**src/rtl/uart_rx_pkg.sv**
```systemverilog
// Shared types and constants for the UART receive-path timing blocks.
package uart_rx_pkg;

    typedef enum logic {
        IDLE  = 1'b0,
        COUNT = 1'b1
    } state_t;

    localparam int MIN_PRESCALE = 4;

    localparam logic [1:0] SMP_EARLY = 2'd0;
    localparam logic [1:0] SMP_MID   = 2'd1;
    localparam logic [1:0] SMP_LATE  = 2'd2;

endpackage

```
**src/rtl/uart_rx_sample_point_dec.sv**
```systemverilog
// Decodes the three mid-bit majority-vote sample points from an edge index.
// Purely combinational; the caller qualifies the strobe with its own activity.
module uart_rx_sample_point_dec
    import uart_rx_pkg::*;
#(
    parameter int PRESCALE_W = 6
) (
    input  logic [PRESCALE_W-1:0] edge_count,
    input  logic [PRESCALE_W-1:0] prescale_q,
    output logic                  sample_stb,
    output logic [1:0]            sample_idx
);

    localparam logic [PRESCALE_W-1:0] ONE = PRESCALE_W'(1);

    logic [PRESCALE_W-1:0] mid;

    assign mid = prescale_q >> 1;

    always_comb begin
        sample_stb = 1'b0;
        sample_idx = SMP_EARLY;
        if (edge_count == mid - ONE) begin
            sample_stb = 1'b1;
            sample_idx = SMP_EARLY;
        end else if (edge_count == mid) begin
            sample_stb = 1'b1;
            sample_idx = SMP_MID;
        end else if (edge_count == mid + ONE) begin
            sample_stb = 1'b1;
            sample_idx = SMP_LATE;
        end
    end

endmodule

```
**src/rtl/uart_rx_frame_timer.sv**
```systemverilog
// Oversampling edge/bit counter for the UART RX path with sample strobes and
// bit/frame completion pulses; configuration is frozen for the whole frame.
module uart_rx_frame_timer
    import uart_rx_pkg::*;
#(
    parameter int PRESCALE_W = 6,
    parameter int BIT_CNT_W  = 4
) (
    input  logic                  clk,
    input  logic                  reset,
    input  logic                  count_en,
    input  logic [PRESCALE_W-1:0] prescale,
    input  logic [BIT_CNT_W-1:0]  frame_bits,
    output logic [PRESCALE_W-1:0] edge_count,
    output logic [BIT_CNT_W-1:0]  bit_count,
    output logic                  sample_stb,
    output logic [1:0]            sample_idx,
    output logic                  bit_done,
    output logic                  frame_done,
    output logic                  busy,
    output logic                  cfg_err
);

    localparam logic [PRESCALE_W-1:0] ONE_E = PRESCALE_W'(1);
    localparam logic [BIT_CNT_W-1:0]  ONE_B = BIT_CNT_W'(1);

    state_t                  state;
    logic [PRESCALE_W-1:0]   prescale_q;
    logic [BIT_CNT_W-1:0]    frame_bits_q;

    logic                    cfg_ok;
    logic                    active;
    logic                    last_edge;
    logic                    last_bit;
    logic                    dec_stb;
    logic [1:0]              dec_idx;

    assign cfg_ok    = (prescale >= PRESCALE_W'(MIN_PRESCALE)) && (frame_bits != '0);
    assign active    = (state == COUNT) && count_en;
    assign last_edge = (edge_count == prescale_q - ONE_E);
    assign last_bit  = (bit_count == frame_bits_q - ONE_B);

    uart_rx_sample_point_dec #(
        .PRESCALE_W (PRESCALE_W)
    ) u_sample_dec (
        .edge_count (edge_count),
        .prescale_q (prescale_q),
        .sample_stb (dec_stb),
        .sample_idx (dec_idx)
    );

    // Pulses are gated by count_en so an abort cycle never reports a sample or completion.
    assign sample_stb = active && dec_stb;
    assign sample_idx = sample_stb ? dec_idx : SMP_EARLY;
    assign bit_done   = active && last_edge;
    assign frame_done = bit_done && last_bit;
    assign busy       = (state == COUNT);

    always_ff @(posedge clk) begin
        if (reset) begin
            state        <= IDLE;
            edge_count   <= '0;
            bit_count    <= '0;
            prescale_q   <= '0;
            frame_bits_q <= '0;
            cfg_err      <= 1'b0;
        end else begin
            case (state)
                IDLE: begin
                    edge_count <= '0;
                    bit_count  <= '0;
                    if (count_en) begin
                        if (cfg_ok) begin
                            prescale_q   <= prescale;
                            frame_bits_q <= frame_bits;
                            cfg_err      <= 1'b0;
                            state        <= COUNT;
                        end else begin
                            cfg_err <= 1'b1;
                        end
                    end
                end
                COUNT: begin
                    if (!count_en) begin
                        state      <= IDLE;
                        edge_count <= '0;
                        bit_count  <= '0;
                    end else if (last_edge) begin
                        edge_count <= '0;
                        if (last_bit) begin
                            state     <= IDLE;
                            bit_count <= '0;
                        end else begin
                            bit_count <= bit_count + ONE_B;
                        end
                    end else begin
                        edge_count <= edge_count + ONE_E;
                    end
                end
                default: begin
                    state      <= IDLE;
                    edge_count <= '0;
                    bit_count  <= '0;
                end
            endcase
        end
    end

endmodule

```
**config.mk**
```make
export PLATFORM = sky130hd
export DESIGN_NAME = uart_rx_frame_timer
export DESIGN_NICKNAME = d
export VERILOG_FILES = /design/src/rtl/uart_rx_pkg.sv /design/src/rtl/uart_rx_sample_point_dec.sv /design/src/rtl/uart_rx_frame_timer.sv
export SDC_FILE = /design/constraint.sdc
export NUM_CORES = 1
export LEC_CHECK = 0
export BUFFER_PORTS_ARGS = -buffer_cell sky130_fd_sc_hd__buf_2
export CAP_MARGIN = 20
export CORE_UTILIZATION = 50
export CTS_CLUSTER_DIAMETER = 30
export DETAILED_ROUTE_END_ITERATION = 12
export PLACE_DENSITY = 0.79
export SLEW_MARGIN = 5
export SYNTH_ARGS = -nofsm -noshare
export SYNTH_HDL_FRONTEND = slang
export SYNTH_HIERARCHICAL = 1
export SYNTH_SLANG_ARGS = --single-unit
```
**constraint.sdc**
```tcl
create_clock -name clk -period 2.33 [get_ports clk]
set_clock_uncertainty 0.05 [all_clocks]
set_input_delay 0.1165 -clock clk [delete_from_list [all_inputs] [get_ports clk]]
set_output_delay 0.1165 -clock clk [all_outputs]
set_load 0.02 [all_outputs]
```
# Word-level counts from Yosys, hierarchy flattened
# Cells that the tools add are included.
[word_totals]
latchBits = 0
register_bits = 22
romBits = 0
elab_cells = 49
out_inout_bits = 17
mem_count = 0
inputBits = 13
ram_bits = 0
[classes]
mul = 0
reduce_logical = 8
add_sub_neg = 6
n_shift = 0
div = 0
muxes = 21
n_eq_ne = 6
magnitude_cmp = 1
n_bitwise = 1
[ops]
columns = ["cell", "count"]
rows = [
  ["$eq A6 B6 Y1", 3],
  ["$mux W4", 3],
  ["$mux W6", 2],
  ["$pmux W6 S2", 1],
  ["$mux W1", 9],
  ["$mux W2", 4],
  ["$pmux W4 S2", 1],
  ["$add A5 B1 Y6 const B", 1],
  ["$add A6 B1 Y6 const B", 1],
  ["$eq A6 B5 Y1", 1],
  ["$ge A6 B3 Y1 const B", 1],
  ["$sub A5 B1 Y6 const B", 1],
  ["$sub A6 B1 Y6 const B", 1],
  ["$logic_and A1 B1 Y1", 5],
  ["$add A4 B1 Y4 const B", 1],
  ["$eq A4 B4 Y1", 1],
  ["$reduce_bool A4 Y1", 1],
  ["$sub A4 B1 Y4 const B", 1],
  ["$ne A3 B2 Y1 const B", 1],
  ["$reduce_and A3 Y1", 1],
  ["$pmux W1 S2", 1],
  ["$reduce_and A2 Y1", 1],
  ["$not A1 Y1", 1],
]

# Depth between registers and ports, before layout
[logic_depth]
word_depth = 7
ltp_mapped = 9
depth_no_buf = 9

# Modules after synthesis
# Netlist, hierarchy kept.
[modules_own_cells]
columns = ["mod", "seq_area_each_um2", "cells_per_inst", "area_each_um2", "instances"]
rows = [
  ["uart_rx_frame_timer", 440.4, 138, 1239.9, 1],
  ["uart_rx_sample_point_dec", 0.0, 42, 294.0, 1],
]

# Least setup slack after synthesis
# OpenSTA, ideal clock, no wires.
[synth_timing]
path_kind = "flip-flop to output port"
start = "reg prescale_q[1]"
end = "out sample_idx[0]"
setup_slack_ns = -0.041
t_required_ns = 2.164
stages_incl_launch_ff = 9
arrival_ns = 2.204
n_path_buf = 0
cell_sequence = "dfxtp_1 > inv_1 > ha_1 > xor2_1 > or3_1 > a211oi_2 > a211o_1 > and3_1 > and2_1"
[synth_via]
elab_chain_cells = 7
word_cells_on_any_way = 12
classes_between = "2 x add/sub; 3 x eq/ne; 6 x mux; 1 x reduce/logical"
[synth_rtl]
columns = ["element", "line_no", "source"]
rows = [
  ["start, declared", "uart_rx_frame_timer.sv:28", "logic [PRESCALE_W-1:0] prescale_q;"],
  ["start signal, assigned", "uart_rx_frame_timer.sv:74", "prescale_q <= prescale;"],
  ["$add A5 B1 Y6", "uart_rx_sample_point_dec.sv:29", "end else if (edge_count == mid + ONE) begin"],
  ["$eq A6 B6 Y1", "uart_rx_sample_point_dec.sv:29", ""],
  ["$mux W1", "uart_rx_sample_point_dec.sv:29", ""],
  ["$mux W1", "uart_rx_sample_point_dec.sv:26", "end else if (edge_count == mid) begin"],
  ["$mux W1 (*)", "uart_rx_sample_point_dec.sv:23", "if (edge_count == mid - ONE) begin"],
  ["via dec_stb", "uart_rx_frame_timer.sv:35", "logic dec_stb;"],
  ["$logic_and A1 B1 Y1 (*)", "uart_rx_frame_timer.sv:53", "assign sample_stb = active && dec_stb;"],
  ["via sample_stb", "uart_rx_frame_timer.sv:16", "output logic sample_stb,"],
  ["$mux W2 (*)", "uart_rx_frame_timer.sv:54", "assign sample_idx = sample_stb ? dec_idx : SMP_EARLY;"],
  ["end, declared", "uart_rx_frame_timer.sv:17", "output logic [1:0] sample_idx,"],
]
# The timed path passes the listed nets; every way through them passes the cells marked *.

# Worst setup path after layout
[layout_timing]
start = "reg prescale_q[1]"
end = "out sample_idx[0]"
[layout_via]
elab_chain_cells = 7
word_cells_on_any_way = 12
classes_between = "2 x add/sub; 3 x eq/ne; 6 x mux; 1 x reduce/logical"
[layout_rtl]
columns = ["element", "line_no"]
rows = [
  ["$add A5 B1 Y6", "uart_rx_sample_point_dec.sv:29"],
  ["$eq A6 B6 Y1", "uart_rx_sample_point_dec.sv:29"],
  ["$mux W1", "uart_rx_sample_point_dec.sv:29"],
  ["$mux W1", "uart_rx_sample_point_dec.sv:26"],
  ["$mux W1 (*)", "uart_rx_sample_point_dec.sv:23"],
  ["via dec_stb", "uart_rx_frame_timer.sv:35"],
  ["$logic_and A1 B1 Y1 (*)", "uart_rx_frame_timer.sv:53"],
  ["$mux W2 (*)", "uart_rx_frame_timer.sv:54"],
]
# Marks and branches as above.

==> impl_metrics.ini <==
[routing]
drc = 1
via_per_inst = 5.73
antenna_left = 0
vias = 1490
drt_iter0_drc = 46
wl_um = 3810
firstDrtPassIters = 8
routedWlPerCell_um = 14.7

[grt]
grt_pass1_wl_um = 5990
overflow = 0
antenna_found_initial = 0
grt_max_degree = 15
grt_pass1_vias = 1375
track_usage = 0.229

[place]
place_congestion = 0.852
numPortBuffers = 29
placed_area_sq_um = 1740
post-dp-hpwl_um = 2530

[synth]
synth_edf_count = 0
yosys-top-cells-area = dfxtp_1 (29%), xnor2_1 (8.6%), xor2_1 (6.9%)
syn_inst = 180
synth_largest_area_cell = dfxtp_1
avgSynthCellArea_sq_um = 8.52
synth_cell_type_count = 48
syn-num-nets = 199
synth_top_area_share = 0.287
async_reset_ff_frac = 0
synth.ff_latch_count = 22
yosysSeqAreaShare = 0.287
ys_warn_count = 6
syn_area_sq_um = 1530
synth_flop_cell = dfxtp_1

[floorplanning]
io_pins = 30
initial_core_util = 0.542
die_area_sq_um = 3290
die_h_um = 57.4
rows = 19
die-width_um = 57.4
core-area_sq_um = 2830

[critical_path]
worstPathMaxFanout = 3
critPathCaptureType = primary output
cp-startpoint = prescale_q[1]$_SDFFE_PP0P_
cpPeakStageDelay_ps = 380
critPathMostFrequentCell = buf_6
cp-endpoint = sample_idx[0]
r2r_slack_ps = 180
r2r_cells = 10
crit_path_start_kind = register
cp.depth = 10
crit_family = simple AND/OR/NAND/NOR gates
timing.rr.start = prescale_q[1]$_SDFFE_PP0P_
slowest_stage = dfxtp_4
worst-path-buf-inv = 3
crit_type = reg2out
cp_data_arrival_time_ps = 2220
cp.required_ps = 2160
crit_chain = buf_6 > buf_4 > nor3_1 > nand2_1 > xor2_1 > and4b_1 > a211o_1 > and3_4 > and2_4 > buf_6
timing.rr.end = busy$_SDFF_PP0_

[sta]
finalHoldViolations = 1
tightest_slew_ps = 662
max_freq_mhz = 419
whs_ps = -0.876
worst_slack_ps = -58.7
timing.setup.tns_ps = -140
min_period_ps = 2390
fin_crit_sh = 1.03
drv_slew = 0
slew_headroom = 0.557
rsz0062_at_grt = true
setup_viol = 3

[layout]
syn2layout_area_growth_pct = 30.2
fill_cells = 230
insertedDiodeCount = 0
final_area_sq_um = 2000
layout-drive-gt1-share = 0.380
nets = 250
fin_util = 0.706

[power]
clock_power_share = 0.201
p_leak_nw = 0.827
p_int_w = 0.000577
vdd_ir_drop_max_mv = 0.245
cellPowerDensity_nw_per_um2 = 423
p_total_w = 0.000844
combPwrFrac = 0.317
p_switching_w = 0.000267
sw_frac_of_total = 0.317
seq_power_share = 0.482

[clocking]
cts_tree = yes
cts.sinks = 22
htree_levels = 1
clkTransAtPathRegs_ps = 120
numCtsBuffers = 3
cts_root_buffer = clkbuf_4
clockBufferDepth = 2
insertion_delay_ps = 300

[flow_run]
max_cap_viol_count = 0

[hold_path]
worstHoldPathType = in2reg

[run_status]
violations = design-rule violations, negative hold slack, negative setup slack
status = complete, but fails checks
==> worst min path at each step <==
stage / startpoint / end / slack, ps / depth (start not counted)
after CTS: prescale[2] / prescale_q[2]$_SDFFE_PP0P_ / 3 / 3
after floorplan: reset / busy$_SDFF_PP0_ / 130 / 1
after global routing: prescale[1] / prescale_q[1]$_SDFFE_PP0P_ / -6 / 3
final: prescale[2] / prescale_q[2]$_SDFFE_PP0P_ / -0.9 / 3
after global placement: prescale[1] / prescale_q[1]$_SDFFE_PP0P_ / 320 / 3
after detailed placement: prescale[2] / prescale_q[2]$_SDFFE_PP0P_ / 320 / 3
==> cell usage in the layout, fill, tap and decap left out, drive strengths merged, types with 3 or more instances in the layout <==
master / instances
a21oi: 14
and2: 3
and3: 4
buf: 50
clkbuf: 3
dfxtp: 22
ha: 6
inv: 8
nand2: 22
nand3: 6
nand4: 4
nor2: 11
nor3: 14
o21ai: 4
xnor2: 15
xor2: 12
==> cell families after synthesis <==
logic type | synth area share
AO/OA/AOI/OAI | 0.207
XOR/XNOR | 0.170
adder cells (fa/ha/maj) | 0.0489
buffers and inverters | 0.0449
flip-flops | 0.287
multiplexers | 0.00653
AND/OR/NAND/NOR | 0.236
==> worst reg2reg max path, delay by kind of cell, from the launching register on <==
family,cells,cell delay (ps)
fa+ha+maj,1,170
simple gates,2,240
compound gates,3,780
buf+inv,4,440
flops,1,380
==> cells in the mapped netlist (2+ instances only) <==
| library cell | n |
|---|---|
| dfxtp_1 | 22 |
| nand4_1 | 4 |
| and3_1 | 4 |
| and2_1 | 2 |
| nor2_1 | 10 |
| nand3_1 | 6 |
| ha_1 | 6 |
| a21oi_1 | 6 |
| xor2_1 | 12 |
| xnor2_1 | 15 |
| or3_1 | 2 |
| nand2_1 | 22 |
| o211ai_1 | 2 |
| a21oi_2 | 8 |
| a22oi_1 | 2 |
| a211o_1 | 2 |
| o21ai_0 | 4 |
| nor3_1 | 14 |
| inv_1 | 8 |
==> per-stage QoR <==
stage,cells,setup slack (ps)
after floorplan,180,83.0
after global placement,243,144
after detailed placement,243,65.3
after CTS,253,-6.04
after global routing,260,-154
final,260,-58.7
==> power groups by stage <==
stage	logic (W)	registers, W	clock network [W]
6_report	0.000267	0.000407	0.000170
5_1_grt	0.000292	0.000409	0.000193
4_1_cts	0.000233	0.000406	0.000170
3_5_place_dp	0.000209	0.000416	0
3_3_place_gp	0.000203	0.000416	0
2_1_floorplan	0.000155	0.000420	0
==> flip-flops by register name, summed over array words and instances, names as in the netlist <==
register / count
frame_bits_q: 4
edge_count: 6
prescale_q: 6
cfg_err: 1
bit_count: 4
busy: 1
==> per-layer routing <==
| layer | wire (um) | part of all wire | up-vias | GRT usage |
|---|---|---|---|---|
| met5 | 0 | 0 | - | 0 |
| met4 | 88 | 0.023 | 0 | 0.0627 |
| met3 | 103 | 0.027 | 12 | 0.0227 |
| met2 | 1980 | 0.52 | 35 | 0.419 |
| met1 | 1650 | 0.43 | 699 | 0.285 |
| li1 | - | - | 744 | - |
==> what timing repair did <==
action                     4_1_cts  5_1_grt
setup buffers                    7        6
resized for setup               18       12
hold endpoints to repair         0        1
setup endpoints to repair        4        5
hold buffers                     0        1
pin swaps                        6        7
==> final cells by class <==
class,count,area (sq um),area share
multi-input combinational,145,1110,0.557
sequential,22,450,0.226
clock buffer,3,22.5,0.0113
tap,31,38.8,0.0194
inverter,8,30.0,0.0150
timing repair buffer,51,343,0.172
No activity file was read; power rests on OpenSTA's default activity.
